[src/rtl/pipeline_ctrl_pkg.sv]
// Shared types and widths for the pipeline hazard/sequencing controller.
package pipeline_ctrl_pkg;

  localparam int TIMER_W = 8;
  localparam int CNT_W   = 32;

  typedef enum logic [1:0] {
    RUN      = 2'd0,
    MEM_WAIT = 2'd1,
    HALT     = 2'd2
  } state_t;

endpackage

[src/rtl/pipeline_ctrl_if.sv]
// Hazard inputs from the pipeline stages and register controls back to them.
interface pipeline_ctrl_if;
  import pipeline_ctrl_pkg::*;

  logic [4:0]       id_rs1;
  logic [4:0]       id_rs2;
  logic             id_uses_rs1;
  logic             id_uses_rs2;
  logic             ex_mem_read;
  logic [4:0]       ex_rd;
  logic             ex_branch;
  logic             ex_jump;
  logic             ex_branch_taken;
  logic             ex_prediction;
  logic             mem_req;
  logic             mem_ready;

  logic             pc_write;
  logic             if_id_write;
  logic             id_ex_write;
  logic             ex_mem_write;
  logic             if_id_flush;
  logic             id_ex_flush;
  logic             mem_wb_bubble;
  logic             redirect;
  logic             redirect_taken;
  logic             mem_err;
  logic [CNT_W-1:0] perf_stall_cnt;
  logic [CNT_W-1:0] perf_freeze_cnt;
  logic [CNT_W-1:0] perf_flush_cnt;

  // Pipeline side: reports stage status, receives controls.
  modport master (
    output id_rs1, id_rs2, id_uses_rs1, id_uses_rs2, ex_mem_read, ex_rd,
           ex_branch, ex_jump, ex_branch_taken, ex_prediction, mem_req, mem_ready,
    input  pc_write, if_id_write, id_ex_write, ex_mem_write, if_id_flush,
           id_ex_flush, mem_wb_bubble, redirect, redirect_taken, mem_err,
           perf_stall_cnt, perf_freeze_cnt, perf_flush_cnt
  );

  // Controller side.
  modport slave (
    input  id_rs1, id_rs2, id_uses_rs1, id_uses_rs2, ex_mem_read, ex_rd,
           ex_branch, ex_jump, ex_branch_taken, ex_prediction, mem_req, mem_ready,
    output pc_write, if_id_write, id_ex_write, ex_mem_write, if_id_flush,
           id_ex_flush, mem_wb_bubble, redirect, redirect_taken, mem_err,
           perf_stall_cnt, perf_freeze_cnt, perf_flush_cnt
  );

endinterface

[src/rtl/pipeline_ctrl_load_use_detect.sv]
// Combinational load-use comparator; also reused by the forwarding unit.
module load_use_detect (
  input  logic       ex_mem_read,
  input  logic [4:0] ex_rd,
  input  logic [4:0] id_rs1,
  input  logic [4:0] id_rs2,
  input  logic       id_uses_rs1,
  input  logic       id_uses_rs2,
  output logic       load_use
);

  logic rs1_hit;
  logic rs2_hit;

  assign rs1_hit  = id_uses_rs1 & (id_rs1 == ex_rd);
  assign rs2_hit  = id_uses_rs2 & (id_rs2 == ex_rd);
  // x0 is hardwired zero, so a load targeting it never creates a dependency.
  assign load_use = ex_mem_read & (ex_rd != 5'd0) & (rs1_hit | rs2_hit);

endmodule

[src/rtl/pipeline_ctrl.sv]
// Merges load-use, mispredict and MEM-wait hazards into pipeline register controls.
// Optional performance counters are built when PIPELINE_CTRL_PERF_CNT_EN is defined.
module pipeline_ctrl
  import pipeline_ctrl_pkg::*;
#(
  parameter int MEM_TIMEOUT = 16
) (
  input  logic            clk,
  input  logic            rst_n,
  pipeline_ctrl_if.slave  bus
);

  localparam logic [TIMER_W-1:0] TIMEOUT_VAL = TIMER_W'(MEM_TIMEOUT);

  state_t               state_reg, state_next;
  logic [TIMER_W-1:0]   timer_reg, timer_next;
  logic                 mem_err_reg;
  logic                 freeze;
  logic                 mispredict;
  logic                 load_use;

  assign freeze     = bus.mem_req & ~bus.mem_ready;
  assign mispredict = (bus.ex_branch & (bus.ex_branch_taken != bus.ex_prediction)) |
                      (bus.ex_jump & ~bus.ex_prediction);

  load_use_detect u_load_use_detect (
    .ex_mem_read (bus.ex_mem_read),
    .ex_rd       (bus.ex_rd),
    .id_rs1      (bus.id_rs1),
    .id_rs2      (bus.id_rs2),
    .id_uses_rs1 (bus.id_uses_rs1),
    .id_uses_rs2 (bus.id_uses_rs2),
    .load_use    (load_use)
  );

  always_ff @(posedge clk) begin
    if (!rst_n) begin
      state_reg   <= RUN;
      timer_reg   <= '0;
      mem_err_reg <= 1'b0;
    end else begin
      state_reg <= state_next;
      timer_reg <= timer_next;
      if (state_next == HALT) mem_err_reg <= 1'b1;
    end
  end

  always_comb begin
    state_next = state_reg;
    timer_next = timer_reg;
    case (state_reg)
      RUN: begin
        if (freeze) begin
          state_next = MEM_WAIT;
          timer_next = TIMER_W'(1);
        end
      end
      MEM_WAIT: begin
        if (bus.mem_ready) begin
          state_next = RUN;
        end else if (timer_reg >= TIMEOUT_VAL) begin
          state_next = HALT;
        end else begin
          timer_next = timer_reg + 1'b1;
        end
      end
      HALT:    state_next = HALT;
      default: state_next = RUN;
    endcase
  end

  // Priority: reset, HALT, freeze, mispredict, load-use. Nothing is latched,
  // so a condition masked by freeze is simply seen again on the release cycle.
  always_comb begin
    bus.pc_write       = 1'b1;
    bus.if_id_write    = 1'b1;
    bus.id_ex_write    = 1'b1;
    bus.ex_mem_write   = 1'b1;
    bus.if_id_flush    = 1'b0;
    bus.id_ex_flush    = 1'b0;
    bus.mem_wb_bubble  = 1'b0;
    bus.redirect       = 1'b0;
    bus.redirect_taken = 1'b0;
    if (!rst_n) begin
      {bus.pc_write, bus.if_id_write, bus.id_ex_write, bus.ex_mem_write} = 4'b0000;
      {bus.if_id_flush, bus.id_ex_flush, bus.mem_wb_bubble} = 3'b111;
    end else if (state_reg == HALT || freeze) begin
      {bus.pc_write, bus.if_id_write, bus.id_ex_write, bus.ex_mem_write} = 4'b0000;
      bus.mem_wb_bubble = 1'b1;
    end else if (mispredict) begin
      bus.redirect       = 1'b1;
      bus.redirect_taken = bus.ex_branch_taken | bus.ex_jump;
      bus.if_id_flush    = 1'b1;
      bus.id_ex_flush    = 1'b1;
    end else if (load_use) begin
      bus.pc_write    = 1'b0;
      bus.if_id_write = 1'b0;
      bus.id_ex_flush = 1'b1;
    end
  end

  assign bus.mem_err = mem_err_reg;

`ifdef PIPELINE_CTRL_PERF_CNT_EN
  logic       run_ok;
  logic [2:0] cnt_inc;

  assign run_ok     = rst_n & (state_reg != HALT) & ~freeze;
  assign cnt_inc[0] = run_ok & ~mispredict & load_use;
  assign cnt_inc[1] = rst_n & ((state_reg == HALT) | freeze);
  assign cnt_inc[2] = run_ok & mispredict;

  genvar gi;
  generate
    for (gi = 0; gi < 3; gi++) begin : g_cnt
      logic [CNT_W-1:0] cnt_reg;
      always_ff @(posedge clk) begin
        if (!rst_n) begin
          cnt_reg <= '0;
        end else if (cnt_inc[gi] && cnt_reg != {CNT_W{1'b1}}) begin
          cnt_reg <= cnt_reg + 1'b1;
        end
      end
    end
  endgenerate

  assign bus.perf_stall_cnt  = g_cnt[0].cnt_reg;
  assign bus.perf_freeze_cnt = g_cnt[1].cnt_reg;
  assign bus.perf_flush_cnt  = g_cnt[2].cnt_reg;
`else
  assign bus.perf_stall_cnt  = '0;
  assign bus.perf_freeze_cnt = '0;
  assign bus.perf_flush_cnt  = '0;
`endif

endmodule

[src/flat_wrapper.sv]
// flat-port wrapper written by rule: the top's interface ports become plain ports
module pipeline_ctrl_flat import pipeline_ctrl_pkg::*;
#(
  parameter int MEM_TIMEOUT = 16
)
  (clk, rst_n, bus_id_rs1, bus_id_rs2, bus_id_uses_rs1, bus_id_uses_rs2, bus_ex_mem_read, bus_ex_rd, bus_ex_branch, bus_ex_jump, bus_ex_branch_taken, bus_ex_prediction, bus_mem_req, bus_mem_ready, bus_pc_write, bus_if_id_write, bus_id_ex_write, bus_ex_mem_write, bus_if_id_flush, bus_id_ex_flush, bus_mem_wb_bubble, bus_redirect, bus_redirect_taken, bus_mem_err, bus_perf_stall_cnt, bus_perf_freeze_cnt, bus_perf_flush_cnt);
  pipeline_ctrl_if bus_i ();
  input  logic clk;
  input  logic rst_n;
  input wire logic [$bits(bus_i.id_rs1)-1:0] bus_id_rs1;
  input wire logic [$bits(bus_i.id_rs2)-1:0] bus_id_rs2;
  input wire logic [$bits(bus_i.id_uses_rs1)-1:0] bus_id_uses_rs1;
  input wire logic [$bits(bus_i.id_uses_rs2)-1:0] bus_id_uses_rs2;
  input wire logic [$bits(bus_i.ex_mem_read)-1:0] bus_ex_mem_read;
  input wire logic [$bits(bus_i.ex_rd)-1:0] bus_ex_rd;
  input wire logic [$bits(bus_i.ex_branch)-1:0] bus_ex_branch;
  input wire logic [$bits(bus_i.ex_jump)-1:0] bus_ex_jump;
  input wire logic [$bits(bus_i.ex_branch_taken)-1:0] bus_ex_branch_taken;
  input wire logic [$bits(bus_i.ex_prediction)-1:0] bus_ex_prediction;
  input wire logic [$bits(bus_i.mem_req)-1:0] bus_mem_req;
  input wire logic [$bits(bus_i.mem_ready)-1:0] bus_mem_ready;
  output wire logic [$bits(bus_i.pc_write)-1:0] bus_pc_write;
  output wire logic [$bits(bus_i.if_id_write)-1:0] bus_if_id_write;
  output wire logic [$bits(bus_i.id_ex_write)-1:0] bus_id_ex_write;
  output wire logic [$bits(bus_i.ex_mem_write)-1:0] bus_ex_mem_write;
  output wire logic [$bits(bus_i.if_id_flush)-1:0] bus_if_id_flush;
  output wire logic [$bits(bus_i.id_ex_flush)-1:0] bus_id_ex_flush;
  output wire logic [$bits(bus_i.mem_wb_bubble)-1:0] bus_mem_wb_bubble;
  output wire logic [$bits(bus_i.redirect)-1:0] bus_redirect;
  output wire logic [$bits(bus_i.redirect_taken)-1:0] bus_redirect_taken;
  output wire logic [$bits(bus_i.mem_err)-1:0] bus_mem_err;
  output wire logic [$bits(bus_i.perf_stall_cnt)-1:0] bus_perf_stall_cnt;
  output wire logic [$bits(bus_i.perf_freeze_cnt)-1:0] bus_perf_freeze_cnt;
  output wire logic [$bits(bus_i.perf_flush_cnt)-1:0] bus_perf_flush_cnt;
  assign bus_i.id_rs1 = bus_id_rs1;
  assign bus_i.id_rs2 = bus_id_rs2;
  assign bus_i.id_uses_rs1 = bus_id_uses_rs1;
  assign bus_i.id_uses_rs2 = bus_id_uses_rs2;
  assign bus_i.ex_mem_read = bus_ex_mem_read;
  assign bus_i.ex_rd = bus_ex_rd;
  assign bus_i.ex_branch = bus_ex_branch;
  assign bus_i.ex_jump = bus_ex_jump;
  assign bus_i.ex_branch_taken = bus_ex_branch_taken;
  assign bus_i.ex_prediction = bus_ex_prediction;
  assign bus_i.mem_req = bus_mem_req;
  assign bus_i.mem_ready = bus_mem_ready;
  assign bus_pc_write = bus_i.pc_write;
  assign bus_if_id_write = bus_i.if_id_write;
  assign bus_id_ex_write = bus_i.id_ex_write;
  assign bus_ex_mem_write = bus_i.ex_mem_write;
  assign bus_if_id_flush = bus_i.if_id_flush;
  assign bus_id_ex_flush = bus_i.id_ex_flush;
  assign bus_mem_wb_bubble = bus_i.mem_wb_bubble;
  assign bus_redirect = bus_i.redirect;
  assign bus_redirect_taken = bus_i.redirect_taken;
  assign bus_mem_err = bus_i.mem_err;
  assign bus_perf_stall_cnt = bus_i.perf_stall_cnt;
  assign bus_perf_freeze_cnt = bus_i.perf_freeze_cnt;
  assign bus_perf_flush_cnt = bus_i.perf_flush_cnt;
  pipeline_ctrl #(.MEM_TIMEOUT(MEM_TIMEOUT)) u_core (.clk(clk), .rst_n(rst_n), .bus(bus_i));
endmodule
[config.mk]
export PLATFORM = sky130hd
export DESIGN_NAME = pipeline_ctrl_flat
export DESIGN_NICKNAME = d
export VERILOG_FILES = /design/src/rtl/pipeline_ctrl_pkg.sv /design/src/rtl/pipeline_ctrl_if.sv /design/src/rtl/pipeline_ctrl_load_use_detect.sv /design/src/rtl/pipeline_ctrl.sv /design/src/flat_wrapper.sv
export SDC_FILE = /design/constraint.sdc
export NUM_CORES = 1
export LEC_CHECK = 0
export CORE_UTILIZATION = 31
export CTS_CLUSTER_DIAMETER = 30
export CTS_CLUSTER_SIZE = 14
export DETAILED_ROUTE_END_ITERATION = 6
export GPL_TIMING_DRIVEN = 0
export PLACE_DENSITY_LB_ADDON = 0.05
export SYNTH_ARGS = -nofsm -noshare
export SYNTH_HDL_FRONTEND = slang
export SYNTH_SLANG_ARGS = --single-unit
[constraint.sdc]
create_clock -name clk -period 1.8 [get_ports clk]
set_input_delay 0.27 -clock clk [delete_from_list [all_inputs] [get_ports clk]]
set_output_delay 0.27 -clock clk [all_outputs]
set_load 0.01 [all_outputs]
==> flow_metrics.tcl, run 1 <==
set metrics [dict create \
    wl_met2_um 1450 \
    firstDrtPassIters 4 \
    n_fill_cell 433 \
    numCtsBuffers 3 \
    crit_slowest_cell "clkdlybuf4s50_1" \
    rsz0062_at_grt "yes" \
    drt_wl_total_um 2720 \
    yosysWarnings 0 \
    hpwl_um 2450 \
    synthArstFlopShare 0 \
    hold_viol 0 \
    root_buffer "clkbuf_8" \
    required_ns 1.53 \
    synth_area_sq_um 1440 \
    setup_slack_ns -0.0283 \
    crit_arrival_ns 1.56 \
    vdd_ir_drop_max_uv 621 \
    yosysMostFrequentCell "buf_4" \
    path_cells "clkdlybuf4s50_1 > xnor2_1 > a32oi_2 > o31a_1 > buf_4 > buf_6" \
    seq_area_sq_um 224 \
    drive_gt1_frac 0.432 \
    via_per_inst 3.17 \
    route.met3.wl_um 319 \
    cts_buffer_depth 2 \
    fmax_mhz 547 \
    fin_util 0.523 \
    hold_class "primary input to flop" \
    worstHoldStart "bus_mem_ready" \
    grt_max_degree 9 \
    drt_iter0_drc 23 \
    rr_startpoint "u_core.timer_reg[6]" \
    synth_flop_cell "dfxtp_1" \
    vias 1171 \
    synthTopCellsByCount "buf_4 (98), dfxtp_1 (11), xor2_1 (8)" \
    dpl-instance-area_sq_um 2210 \
    synth_top_area_frac 0.513 \
    core_sq_um 4410 \
    p_per_area_nw_per_um2 395 \
    crit_family "buffers and inverters" \
    clkSlewWorstSetupHoldPaths_ns 0.05 \
    antenna_cells 0 \
    multi_input_area_sq_um 857 \
    antenna_found_initial 0 \
    cts_tree "done" \
    critPathLaunch "bus_id_rs2[0]" \
    largest_reg_flops 8 \
    grt_pass1_wl_um 4250 \
    grtUsageTotal 0.106 \
    die_y_um 70.0 \
    synth_area_leaders "buf_4 (51%), dfxtp_1 (15%), xor2_1 (4.9%)" \
    htree_levels 1 \
    min_period_ns 1.83 \
    die_area_sq_um 4910 \
    cts_sinks 11 \
    holdBufCountCts 0 \
    crit_buf_inv 3 \
    fin_area_sq_um 2310 \
    rows 24 \
    crit_path_end_kind "output port" \
    finalSetupViolCount 1 \
    first_global_vias 928 \
    min_period_over_period 1.02 \
    wl_per_cell_um 7.37 \
    dr.max_layer_used "met4" \
    p_total_uw 911 \
    start_util 0.325 \
    violations "setup timing" \
    setup_tns_ns -0.0283 \
    syn2layout_area_growth_pct 60.8 \
    synth_edf_count 0 \
    ys_ff_latch 11 \
    yosysTopAreaCell "buf_4" \
    ys_types 36 \
    startpoint_type "primary input" \
    final_max_slew_viol_count 0 \
    skew_ns 0.00402 \
    clk-insertion-delay-late_ns 0.24 \
    p_leak_uw 0.00136 \
    ant_nets 0 \
    overflow 0 \
    slowest_delay_ns 0.47 \
    cap_viol_max_count 0 \
    status "finished with violations" \
    globalplace.congestion 0.686 \
    synth_seq_area_share 0.153 \
    wl_met1_um 933 \
    num-nets-final 346 \
    portBuffers 35 \
    die_w_um 70.0 \
    synth.avg_cell_area_sq_um 8.02 \
    worstSetupPathType "primary input to output port" \
    synthCells 179 \
    worstPathMaxFanout 2 \
    route.detailed.drc 0 \
    ios 132 \
]
metrics by stage:
step	hold WS (ns)	setup slack (ns)	cells
after floorplan	0.349	0.181	274
after global placement	0.433	-0.802	361
after detailed placement	0.427	-0.813	361
after CTS	0.430	-0.0822	369
after global routing	0.307	-0.118	369
final	0.294	-0.0283	369
power breakdown:
part	total [uW]	switching (uW)	internal, uW
clock network	246	90.7	155
registers	251	4.28	247
logic	414	188	226
routing by layer:
layer  global-route usage  up-vias
met5                    0        -
met4               0.0200        0
met3               0.0447        2
met2                0.201       64
met1                0.108      440
li1                     -      665
cell usage in the layout, fill, tap and decap left out, drive strengths merged, types with 2 or more instances in the layout:
cell type and count:
buf 113, conb 96, dfxtp 11, clkdlybuf4s50 8, xor2 8, o21ai 7
clkbuf 7, inv 6, dlygate4sd2 5, clkdlybuf4s15 5, dlymetal6s2s 4, and2 4
a21oi 4, nor4 4, o21a 3, nand4 3, nor2 3, xnor2 2
a31oi 2, nand3 2, or3 2, a21boi 2, nand2 2, ha 2
or4 2
cell type report:
| cell class | instances | area share |
|---|---|---|
| Multi-Input combinational cell | 158 | 0.371 |
| Buffer | 98 | 0.319 |
| Timing Repair Buffer | 40 | 0.155 |
| Sequential cell | 11 | 0.0971 |
| Tap cell | 52 | 0.0282 |
| Clock buffer | 4 | 0.0195 |
| Inverter | 6 | 0.00976 |
final timing paths:
kind                    endpoint  slack [ns]  depth (start not counted)
max                 bus_pc_write       -0.03                          6
min          u_core.state_reg[0]        0.29                          2
max reg2reg   u_core.bus.mem_err        0.34                          4
min reg2reg  u_core.state_reg[0]        0.42                          1
timing repair:
action                     CTS  global route
gates resized for setup     64            29
setup buffers                4             1
setup endpoints to repair    9             8
gates cloned                 0             0
pin swaps                    9            13
cells by family (layout without fill, tap and decap cells):
family	count (synthesis)	count (layout)	synth area share
multiplexers	1	1	0.00959
XOR/XNOR	10	10	0.0610
adder cells (fa/ha/maj)	2	2	0.0174
flip-flops	11	11	0.153
AND/OR/NAND/NOR	25	25	0.114
buffers and inverters	105	148	0.532
other	1	96	0.00261
AO/OA/AOI/OAI	24	24	0.110
Note: power is estimated with default switching activity, not from simulation.
==> inputs of run 2 (changes only) <==
--- a/config.mk
+++ b/config.mk
@@ -5,6 +5,7 @@
 export SDC_FILE = /design/constraint.sdc
 export NUM_CORES = 1
 export LEC_CHECK = 0
+export CORE_MARGIN = 1
 export CORE_UTILIZATION = 31
 export CTS_CLUSTER_DIAMETER = 30
 export CTS_CLUSTER_SIZE = 14
==> results of run 2 <==
No change in the layout: final DEF, timing and power equal those of run 1.
==> inputs of run 3 (changes only) <==
--- a/config.mk
+++ b/config.mk
@@ -5,6 +5,7 @@
 export SDC_FILE = /design/constraint.sdc
 export NUM_CORES = 1
 export LEC_CHECK = 0
+export CORE_ASPECT_RATIO = 1.25
 export CORE_MARGIN = 1
 export CORE_UTILIZATION = 31
 export CTS_CLUSTER_DIAMETER = 30
@@ -12,6 +13,7 @@
 export DETAILED_ROUTE_END_ITERATION = 6
 export GPL_TIMING_DRIVEN = 0
 export PLACE_DENSITY_LB_ADDON = 0.05
+export REMOVE_ABC_BUFFERS = 1
 export SYNTH_ARGS = -nofsm -noshare
 export SYNTH_HDL_FRONTEND = slang
 export SYNTH_SLANG_ARGS = --single-unit
==> run 3 against run 2 <==
The flow now finishes without violations. Largest power group is now registers. Total power is 19% lower. Maximum frequency is 4.3% higher. Hold slack better by 0.039 ns. Setup slack better by 0.076 ns. Clock skew is 0.0023 ns lower. Register-to-register slack worse by 0.08 ns. Final area is 34% lower. Non-clock buffer count is 100 lower. Die area hardly changed.
==> flow_metrics.tcl, run 3 (same netlist as run 1, synthesis figures left out) <==
set metrics [dict create \
    drive_gt1_frac 0.152 \
    antenna_found_initial 0 \
    rows 27 \
    timing.reg2reg.setup_slack_ns 0.26 \
    die_area_sq_um 4910 \
    htree_levels 1 \
    multi_input_area_sq_um 828 \
    cts_sinks 11 \
    antenna_cells 0 \
    via_per_inst 3.61 \
    first_global_vias 779 \
    required_ns 1.53 \
    portBuffers 35 \
    overflow 0 \
    vias 993 \
    route.detailed.drc 0 \
    clkSlewWorstSetupHoldPaths_ns 0.05 \
    rsz0062_at_grt "yes" \
    crit_path_end_kind "output port" \
    grtUsageTotal 0.0918 \
    finalSetupViolCount 0 \
    cts_tree "done" \
    final_max_slew_viol_count 0 \
    hold_depth 2 \
    rr_startpoint "u_core.state_reg[1]" \
    cts_buffer_depth 2 \
    grt_max_degree 9 \
    crit_arrival_ns 1.48 \
    slew_headroom 0.663 \
    ios 132 \
    layout_commonest_cell "conb_1" \
    die_w_um 62.9 \
    grt_pass1_wl_um 3570 \
    worstHoldEndpoint "u_core.state_reg[0]" \
    ant_nets 0 \
    min_period_over_period 0.974 \
    worstSetupPathType "primary input to output port" \
    n_fill_cell 521 \
    globalplace.congestion 0.737 \
    worstPathMaxFanout 2 \
    hold_viol 0 \
    p_per_area_nw_per_um2 481 \
    p_total_uw 734 \
    cap_viol_max_count 0 \
    fmax_mhz 571 \
    seq_area_sq_um 225 \
    core_sq_um 4430 \
    ff2ff_path_depth 5 \
    die_y_um 78.1 \
    worstReg2RegEnd "u_core.timer_reg[3]" \
    status "finished, final reports clean" \
    pre_cts_ws_ns -0.735 \
    skew_ns 0.00170 \
    drt_iter0_drc 27 \
    root_buffer "clkbuf_8" \
    critPathLaunch "bus_id_rs2[0]" \
    vdd_ir_drop_max_uv 372 \
    num-nets-final 246 \
    p_leak_uw 0.000831 \
    syn2layout_area_growth_pct 6.36 \
    drt_wl_total_um 2530 \
    final_cell_mix "conb_1 (96), dfxtp_1 (9), xor2_1 (8), dlygate4sd2_1 (8), clkbuf_2 (7)" \
    timing.hold.ws_ns 0.333 \
    firstDrtPassIters 4 \
    largest_reg_flops 8 \
    numCtsBuffers 3 \
    worstHoldStart "bus_mem_ready" \
    setup_slack_ns 0.0476 \
    hold_class "primary input to flop" \
    hpwl_um 2160 \
    startpoint_type "primary input" \
    worst_pin_slew_ns 0.504 \
    clk-insertion-delay-late_ns 0.24 \
    wl_per_cell_um 9.20 \
    min_period_ns 1.75 \
    start_util 0.324 \
]
==> run 3: cell types whose count changed in the layout (fill, tap and decap cells not counted), sizes merged <==
cell / delta
buf: -104
clkbuf: +4
clkdlybuf4s15: -2
clkdlybuf4s50: -3
dlygate4sd2: +3
dlymetal6s2s: +2
==> run 3: how the worst max path moves through the flow <==
stage / endpoint / depth (start not counted)
finish: bus_if_id_write / 5
detailed placement: bus_pc_write / 5
global placement: bus_pc_write / 5
floorplan: bus_if_id_write / 4
global route: bus_if_id_write / 5
CTS: bus_id_ex_flush / 7
==> run 3: per-stage QoR <==
stage               setup TNS [ns]  cells  area [sq um]  utilization
detailed placement           -4.17    268          1470        0.333
finish                           0    275          1530        0.345
floorplan                        0    175          1050            -
CTS                              0    273          1510        0.340
global placement             -4.02    268          1470        0.333
global route               -0.0713    275          1530        0.345
==> run 3: what timing repair did <==
action | in CTS | in global routing
setup buffers | 1 | 2
resized for setup | 49 | 34
pin swaps | 6 | 14
hold buffers | 0 | 0
setup endpoints to repair | 9 | 8
==> run 3: critical path, stage by stage <==
cell	delay (ns)
clkdlybuf4s50_1	0.47
xnor2_1	0.12
a32oi_1	0.15
o31a_1	0.33
buf_2	0.15
==> run 3: layer usage <==
layer | vias to the layer above | wire [um] | share of wire | global-route usage
met5 | - | 0 | 0 | 0
met4 | 0 | 42 | 0.017 | 0.0488
met1 | 450 | 962 | 0.38 | 0.101
li1 | 467 | - | - | -
met2 | 71 | 1310 | 0.52 | 0.159
met3 | 5 | 217 | 0.086 | 0.0262
==> run 3: final cells by class <==
cell class,instances,area share
multi-input cells,158,0.543
clock buffers,4,0.0295
inverters,6,0.0148
flip-flops and latches,11,0.148
repair buffers,38,0.218
well taps,58,0.0475
==> run 3: where the power goes <==
group	internal (uW)	leakage, uW	switching, uW
Clock	155	0.0000228	88.3
Sequential	247	0.0000902	2.26
Combinational	80.2	0.000718	161
Total	482	0.000831	252
